**src/rtl/palette_pkg.sv**
```systemverilog
// Shared definitions for the runtime palette loader: default geometry and FSM states.
package palette_pkg;

    localparam int PAL_LUT_SIZE   = 256;
    localparam int PAL_RBG_SIZE   = 24;
    localparam int PAL_DATA_WIDTH = 32;
    localparam int PAL_ADDR_W     = $clog2(PAL_LUT_SIZE);

    typedef enum logic [1:0] {
        PW_IDLE,
        PW_LOAD,
        PW_DRAIN,
        PW_SWAP
    } pw_state_t;

endpackage

```
**src/rtl/palette_writer.sv**
```systemverilog
// Streams one palette into the inactive bank of the double-banked palette RAM and
// flips bank_sel only after a frame of exactly LUT_SIZE entries.
module palette_writer
    import palette_pkg::*;
#(
    parameter int LUT_SIZE   = PAL_LUT_SIZE,
    parameter int RBG_SIZE   = PAL_RBG_SIZE,
    parameter int DATA_WIDTH = PAL_DATA_WIDTH
) (
    input  logic                         clk,
    input  logic                         reset,
    input  logic [DATA_WIDTH-1:0]        s_data,
    input  logic                         s_valid,
    input  logic                         s_last,
    output logic                         s_ready,
    output logic                         wr_en,
    output logic [$clog2(LUT_SIZE):0]    wr_addr,
    output logic [RBG_SIZE-1:0]          wr_data,
    output logic                         bank_sel,
    output logic                         load_done,
    output logic                         err_short,
    output logic                         err_long
);

    localparam int               IDX_W    = $clog2(LUT_SIZE);
    localparam logic [IDX_W-1:0] LAST_IDX = IDX_W'(LUT_SIZE - 1);

    pw_state_t         state;
    logic [IDX_W-1:0]  idx;
    logic              accept;
    logic [RBG_SIZE-1:0] colour;
    logic              unused_data;

    // Handshake: a beat transfers on any rising edge where s_valid && s_ready; the host
    // holds s_data/s_last stable while s_valid is high and s_ready low. s_ready depends
    // only on state, so it is low exactly during the single SWAP cycle.
    assign s_ready     = (state != PW_SWAP);
    assign accept      = s_valid && s_ready;
    assign colour      = s_data[RBG_SIZE-1:0];
    assign unused_data = ^s_data;

    always_ff @(posedge clk) begin
        if (reset) begin
            state     <= PW_IDLE;
            idx       <= '0;
            bank_sel  <= 1'b0;
            wr_en     <= 1'b0;
            wr_addr   <= '0;
            wr_data   <= '0;
            load_done <= 1'b0;
            err_short <= 1'b0;
            err_long  <= 1'b0;
        end else begin
            wr_en     <= 1'b0;
            load_done <= 1'b0;
            err_short <= 1'b0;
            err_long  <= 1'b0;
            case (state)
                PW_IDLE, PW_LOAD: begin
                    if (accept) begin
                        // Every beat up to the last entry is written, even in a frame that
                        // later proves short; the inactive bank is never visible anyway.
                        wr_en   <= 1'b1;
                        wr_addr <= {~bank_sel, idx};
                        wr_data <= colour;
                        if (idx == LAST_IDX) begin
                            idx <= '0;
                            if (s_last) begin
                                state     <= PW_SWAP;
                                load_done <= 1'b1;
                            end else begin
                                state    <= PW_DRAIN;
                                err_long <= 1'b1;
                            end
                        end else if (s_last) begin
                            state     <= PW_IDLE;
                            idx       <= '0;
                            err_short <= 1'b1;
                        end else begin
                            state <= PW_LOAD;
                            idx   <= idx + IDX_W'(1);
                        end
                    end
                end
                PW_DRAIN: begin
                    if (accept && s_last) begin
                        state <= PW_IDLE;
                    end
                end
                PW_SWAP: begin
                    // The final write lands this cycle with the pre-flip bank in wr_addr.
                    bank_sel <= ~bank_sel;
                    idx      <= '0;
                    state    <= PW_IDLE;
                end
                default: begin
                    state <= PW_IDLE;
                    idx   <= '0;
                end
            endcase
        end
    end

endmodule

```
**config.mk**
```make
export PLATFORM = sky130hd
export DESIGN_NAME = palette_writer
export DESIGN_NICKNAME = d
export VERILOG_FILES = /design/src/rtl/palette_pkg.sv /design/src/rtl/palette_writer.sv
export SDC_FILE = /design/constraint.sdc
export NUM_CORES = 1
export LEC_CHECK = 0
export BUFFER_PORTS_ARGS = -buffer_cell sky130_fd_sc_hd__buf_4
export CAP_MARGIN = 20
export CORE_ASPECT_RATIO = 1.2
export CORE_UTILIZATION = 47
export CTS_CLUSTER_SIZE = 10
export DETAILED_ROUTE_END_ITERATION = 7
export HOLD_SLACK_MARGIN = 0.03
export PLACE_DENSITY_LB_ADDON = 0.2
export SETUP_SLACK_MARGIN = 0.4
export SYNTH_ARGS = -nofsm -noshare
export SYNTH_HDL_FRONTEND = slang
export SYNTH_SLANG_ARGS = --single-unit
```
**constraint.sdc**
```tcl
create_clock -name clk -period 2 [get_ports clk]
set_clock_uncertainty 0.1 [all_clocks]
set_input_delay 0.3 -clock clk [delete_from_list [all_inputs] [get_ports clk]]
set_output_delay 0.3 -clock clk [all_outputs]
set_load 0.005 [all_outputs]
```
Word level (Yosys, flattened, before mapping):

Cells that the tools add are included.

* reduce and logical (&&, ||, !) cells: 11
* bitwise operators: 4
* equality and inequality tests: 7
* $add $sub $neg: 1
* multiplexer cells: 13

Operators by type and width (number)
* 8-bit 2-to-1 mux: 3
* 8-bit one-hot mux with 2 select lines: 1
* 8-bit by 1-bit adder with 8-bit output, second input constant: 1
* 8-bit == test, second input constant: 1
* 4-bit OR reduction: 2
* 2-bit 2-to-1 mux: 3
* 2-bit inequality test, second input constant: 3
* 2-bit one-hot mux with 3 select lines: 1
* 2-bit AND reduction: 3
* 1-bit 2-to-1 mux: 5
* 2-bit == test, second input constant: 2
* 1-bit NOT: 4
* 2-bit OR reduction: 2
* 2-bit by 1-bit == test with 1-bit output, second input constant: 1
* 1-bit logical AND: 2
* 2-bit zero test: 1
* 2-bit nonzero test: 1

* word-level logic and storage cells: 45
* register bits: 48
* bits of input ports: 36

Depth between registers and ports, before layout:

* word-level depth: 5
* gate-level depth with buffers: 6
* mapped depth without buffers: 5

Least setup slack after synthesis:

OpenSTA, ideal clock, no wires.

* path type: reg-to-reg
* start point: register idx[0]
* end point: register state[0]
* arrival time: 1.296 ns
* slack: 0.490 ns
* data required time: 1.786 ns
* path buffers: 1
* stages on the path, launching flop included: 7
* library setup time: 0.114 ns
* cell sequence: dfxtp_1 > ha_1 > and3_1 > buf_2 > nand2_1 > xor2_1 > a21o_1

* cells in the longest elaborated chain, start to end: 4

RTL lines
* from (decl): RTL line palette_writer.sv:29 `logic [IDX_W-1:0] idx;`
* from (signal assigned): RTL line palette_writer.sv:81 `idx <= idx + IDX_W'(1);`
* 8-bit == test: RTL line palette_writer.sv:66 `if (idx == LAST_IDX) begin`
* 2-bit 2-to-1 mux: RTL line palette_writer.sv:66
* 2-bit 2-to-1 mux: RTL line palette_writer.sv:60 `if (accept) begin`
* 2-bit one-hot mux with 3 select lines: RTL line palette_writer.sv:58 `case (state)`
* to (signal assigned): RTL line palette_writer.sv:69 `state <= PW_SWAP;`
* to (signal assigned): RTL line palette_writer.sv:72 `state <= PW_DRAIN;`
* to (signal assigned): RTL line palette_writer.sv:76 `state <= PW_IDLE;`
* to (decl): RTL line palette_writer.sv:28 `pw_state_t state;`

No other way between the ends. The select of a mux whose other input is x is not followed.
A chain may end at the register's enable or synchronous reset.

Worst setup path after layout:

* start point: register idx[4]
* end point: register state[0]

Same word-level chain as after synthesis.

==> metrics.md <==
| Metric | Value |
|---|---|
| Status | `complete, no violations` |
| Post-Syn Area | `around 1800 um2` |
| Synth Warn # | `0` |
| Crit path capture type | `flip-flop` |
| Peak supply drop | `approximately 0.00043 V` |
| Cell count after synthesis | `between 200 and 250` |
| Post-layout net count | `318` |
| Fmax | `approximately 0.65 GHz` |
| Critical Path RT | `2.10 ns` |
| LEAKAGE | `0.00104 uW` |
| Count of boundary I/O pins | `75` |
| Vias in the first global route | `roughly 1600` |
| Reg clk slew, reported paths | `about 0.09 ns` |
| Die X | `slightly below 60 um` |
| Setup TNS Final | `0 ns` |
| DRC | `0` |
| Place WS | `between 0.4 and 0.5 ns` |
| Reg2Reg Depth | `4` |
| Initial drt markers | `between 40 and 50` |
| Yosys reg bits | `48` |
| Crit path launch type | `flip-flop` |
| Main synth FF type | `dfxtp_1` |
| Critical path fanouts, max | `8` |
| CTS Buffer Depth | `2` |
| Hold Crit Depth | `3` |
| Drt wl/cell | `~12 um` |
| Post-CTS Setup Inserts | `0` |
| Total Wirelength | `between 3 and 4 mm` |
| Tmin final | `approximately 1.5 ns` |
| Clock share of power | `0.332` |
| Top cell type's share of synthesized area | `0.538` |
| Switching pwr | `between 400 and 500 uW` |
| Die Y | `around 70 um` |
| Clock Sinks | `48` |
| Setup CP Type | `flip-flop to flip-flop` |
| Layout cells sized above 1 | `0.301` |
| Register Area | `between 900 and 1000 um2` |
| Slew margin rel. | `0.690` |
| Initial antenna violation count | `0` |
| Fin. Hold Viols | `0` |
| End of the worst hold path | `wr_data[15]` |
| Layout area overhead | `35.9%` |
| Ranking of synthesized cells by area | `dfxtp_1 (54%), nand2_1 (16%), a21oi_1 (11%)` |
| Clock buffer count from CTS | `5` |
| Dpl hpwl | `2.62 mm` |
| Largest net degree at the start of global routing | `44` |
| # setup viols final | `0` |
| Multi-input gate area | `776 um2` |
| Synth top cells by count | `nand2_1 (74), dfxtp_1 (48), a21oi_1 (41), clkbuf_1 (8), nor2_1 (8)` |
| Total track usage | `0.210` |
| DRT antenna net count | `0` |
| Sw Share | `0.233` |
| PortBufs | `66` |
| Root buffer cell | `clkbuf_8` |
| Cell internal pwr | `1370 uW` |
| Vias per inst | `between 4 and 5` |
| Pwr Density | `~740 nW/um2` |
| Overflow after GRT | `0` |
| GP Congestion | `0.791` |
| Row cnt | `24` |
| DR pass1 iterations | `4` |
| Least-Margin Pin Slew | `0.466 ns` |
| Async S/R FF share, synth | `0` |
| Period utilization | `0.770` |
| WP data arrival | `approximately 1.6 ns` |
| Worst-Skew Late Latency | `~0.29 ns` |
| Flop2flop setup slack | `0.46 ns` |
| Post-synth net total | `~260` |
| Unrepaired setup endpoints after global routing | `yes` |
| Detailed-route via count | `roughly 1700` |
| Hold WC Path Type | `primary input to flip-flop` |
| Synth area leader | `dfxtp_1` |
| Initial Util | `0.491` |
| Worst R2R End | `state[0]` |
| Core box area | `between 3000 and 4000 um2` |
| Die area | `between 4000 and 5000 um2` |
| CTS tree | `yes` |
| Reg power frac | `0.564` |
| Global-route wire length before repair | `between 6 and 7 mm` |
| # H-tree levels | `2` |
| Most common cell in the netlist | `nand2_1` |
| Logic pwr share | `0.104` |
| # diodes | `0` |
| Maxcap violations | `0` |
| Final worst setup slack | `around 0.46 ns` |
| Mapped Avg Cell Area | `slightly above 8 um2` |
| Distinct cells, synth | `27` |
| Fillers | `roughly 340` |
| Worst Hold Launch | `s_data[15]` |
| Number of flops mapped to enable cells by yosys | `0` |
| FF-to-FF Start | `idx[4]` |
| Max Slew Vio Count | `0` |
| Register area share after synthesis | `0.538` |
-- critical path, stage by stage, from the launching register on --
cell and delay, ns:
dfxtp_1 0.45, and4_2 0.33, nand2_1 0.20, xor2_1 0.19, a21o_1 0.18
-- what timing repair did --
item                                    CTS  global route
resized for setup                         0             6
endpoints found under the setup margin    0             7
hold endpoints to repair                  0             0
hold buffers                              0             0
-- sequential cells by signal (all words and copies together) (netlist names) --
register and flops:
state 2, err_long 1, wr_addr 9, err_short 1, bank_sel 1, wr_data 24
wr_en 1, idx 8, load_done 1
-- through the flow --
stage,power (uW),cell area (um2),utilization,hold WS [ns],cells
finish,1790,2430,0.668,0.141,334
global route,1860,2430,0.668,0.134,334
floorplan,1110,1790,-,0.336,218
detailed placement,1220,2320,0.639,0.347,326
global placement,1210,2320,0.639,0.342,326
CTS,1800,2410,0.665,0.137,334
-- routing by layer --
metal  routed length [um]  global-route usage
met1                 1700               0.244
met2                 2010               0.360
met3                  149              0.0373
met4                   93               0.106
met5                    0                   0
-- cell families (layout without fill, tap and decap cells) --
| logic type | after synthesis | in the layout | synth area share |
|---|---|---|---|
| xor gates and xnor gates | 2 | 2 | 0.00981 |
| DFF | 48 | 48 | 0.538 |
| and+or+nand+nor | 101 | 101 | 0.248 |
| adders and majority gates | 1 | 1 | 0.00701 |
| buffers and inverters | 14 | 78 | 0.0322 |
| AOI/OAI and AO/OA | 52 | 52 | 0.165 |
-- worst max-delay path by stage --
stage | startpoint | slack (ns) | end | cells past startpoint
after floorplan | idx[0] | 0.49 | state[0] | 6
after global placement | idx[4] | 0.44 | state[0] | 4
after detailed placement | s_last | 0.43 | idx[2] | 5
after CTS | idx[4] | 0.43 | state[0] | 4
after global routing | idx[0] | 0.39 | idx[3] | 6
final | idx[4] | 0.46 | state[0] | 4
-- area by class of cell --
| cell class | count | share of cell area |
|---|---|---|
| Clock buffer | 7 | 0.0356 |
| Clock inverter | 1 | 0.00309 |
| Tap cell | 52 | 0.0268 |
| Multi-Input combinational cell | 156 | 0.320 |
| Timing Repair Buffer | 70 | 0.218 |
| Sequential cell | 48 | 0.397 |
-- cells in the final DEF (no fill, tap or decap), drive strengths merged --
cell type,count
a32oi,1
a41oi,1
nand2,74
clkinvlp,1
nand3b,3
nand3,3
o2111ai,1
nor4b,1
a31oi,4
nand2b,4
xor2,2
a21oi,42
a21o,1
dfxtp,48
nor2b,1
o21ai,1
buf,70
and4,1
clkbuf,7
a311oi,1
and3,3
nor3,1
nor2,8
nand4bb,1
ha,1
or4b,1
-- power by group through the flow --
stage / combinational, uW / sequential, uW / clock, uW
5_1_grt: 205 / 1010 / 646
6_report: 186 / 1010 / 594
3_5_place_dp: 187 / 1030 / 0
3_3_place_gp: 184 / 1030 / 0
2_1_floorplan: 79.1 / 1030 / 0
4_1_cts: 187 / 1010 / 605
Power figures use the tool's default switching activity.
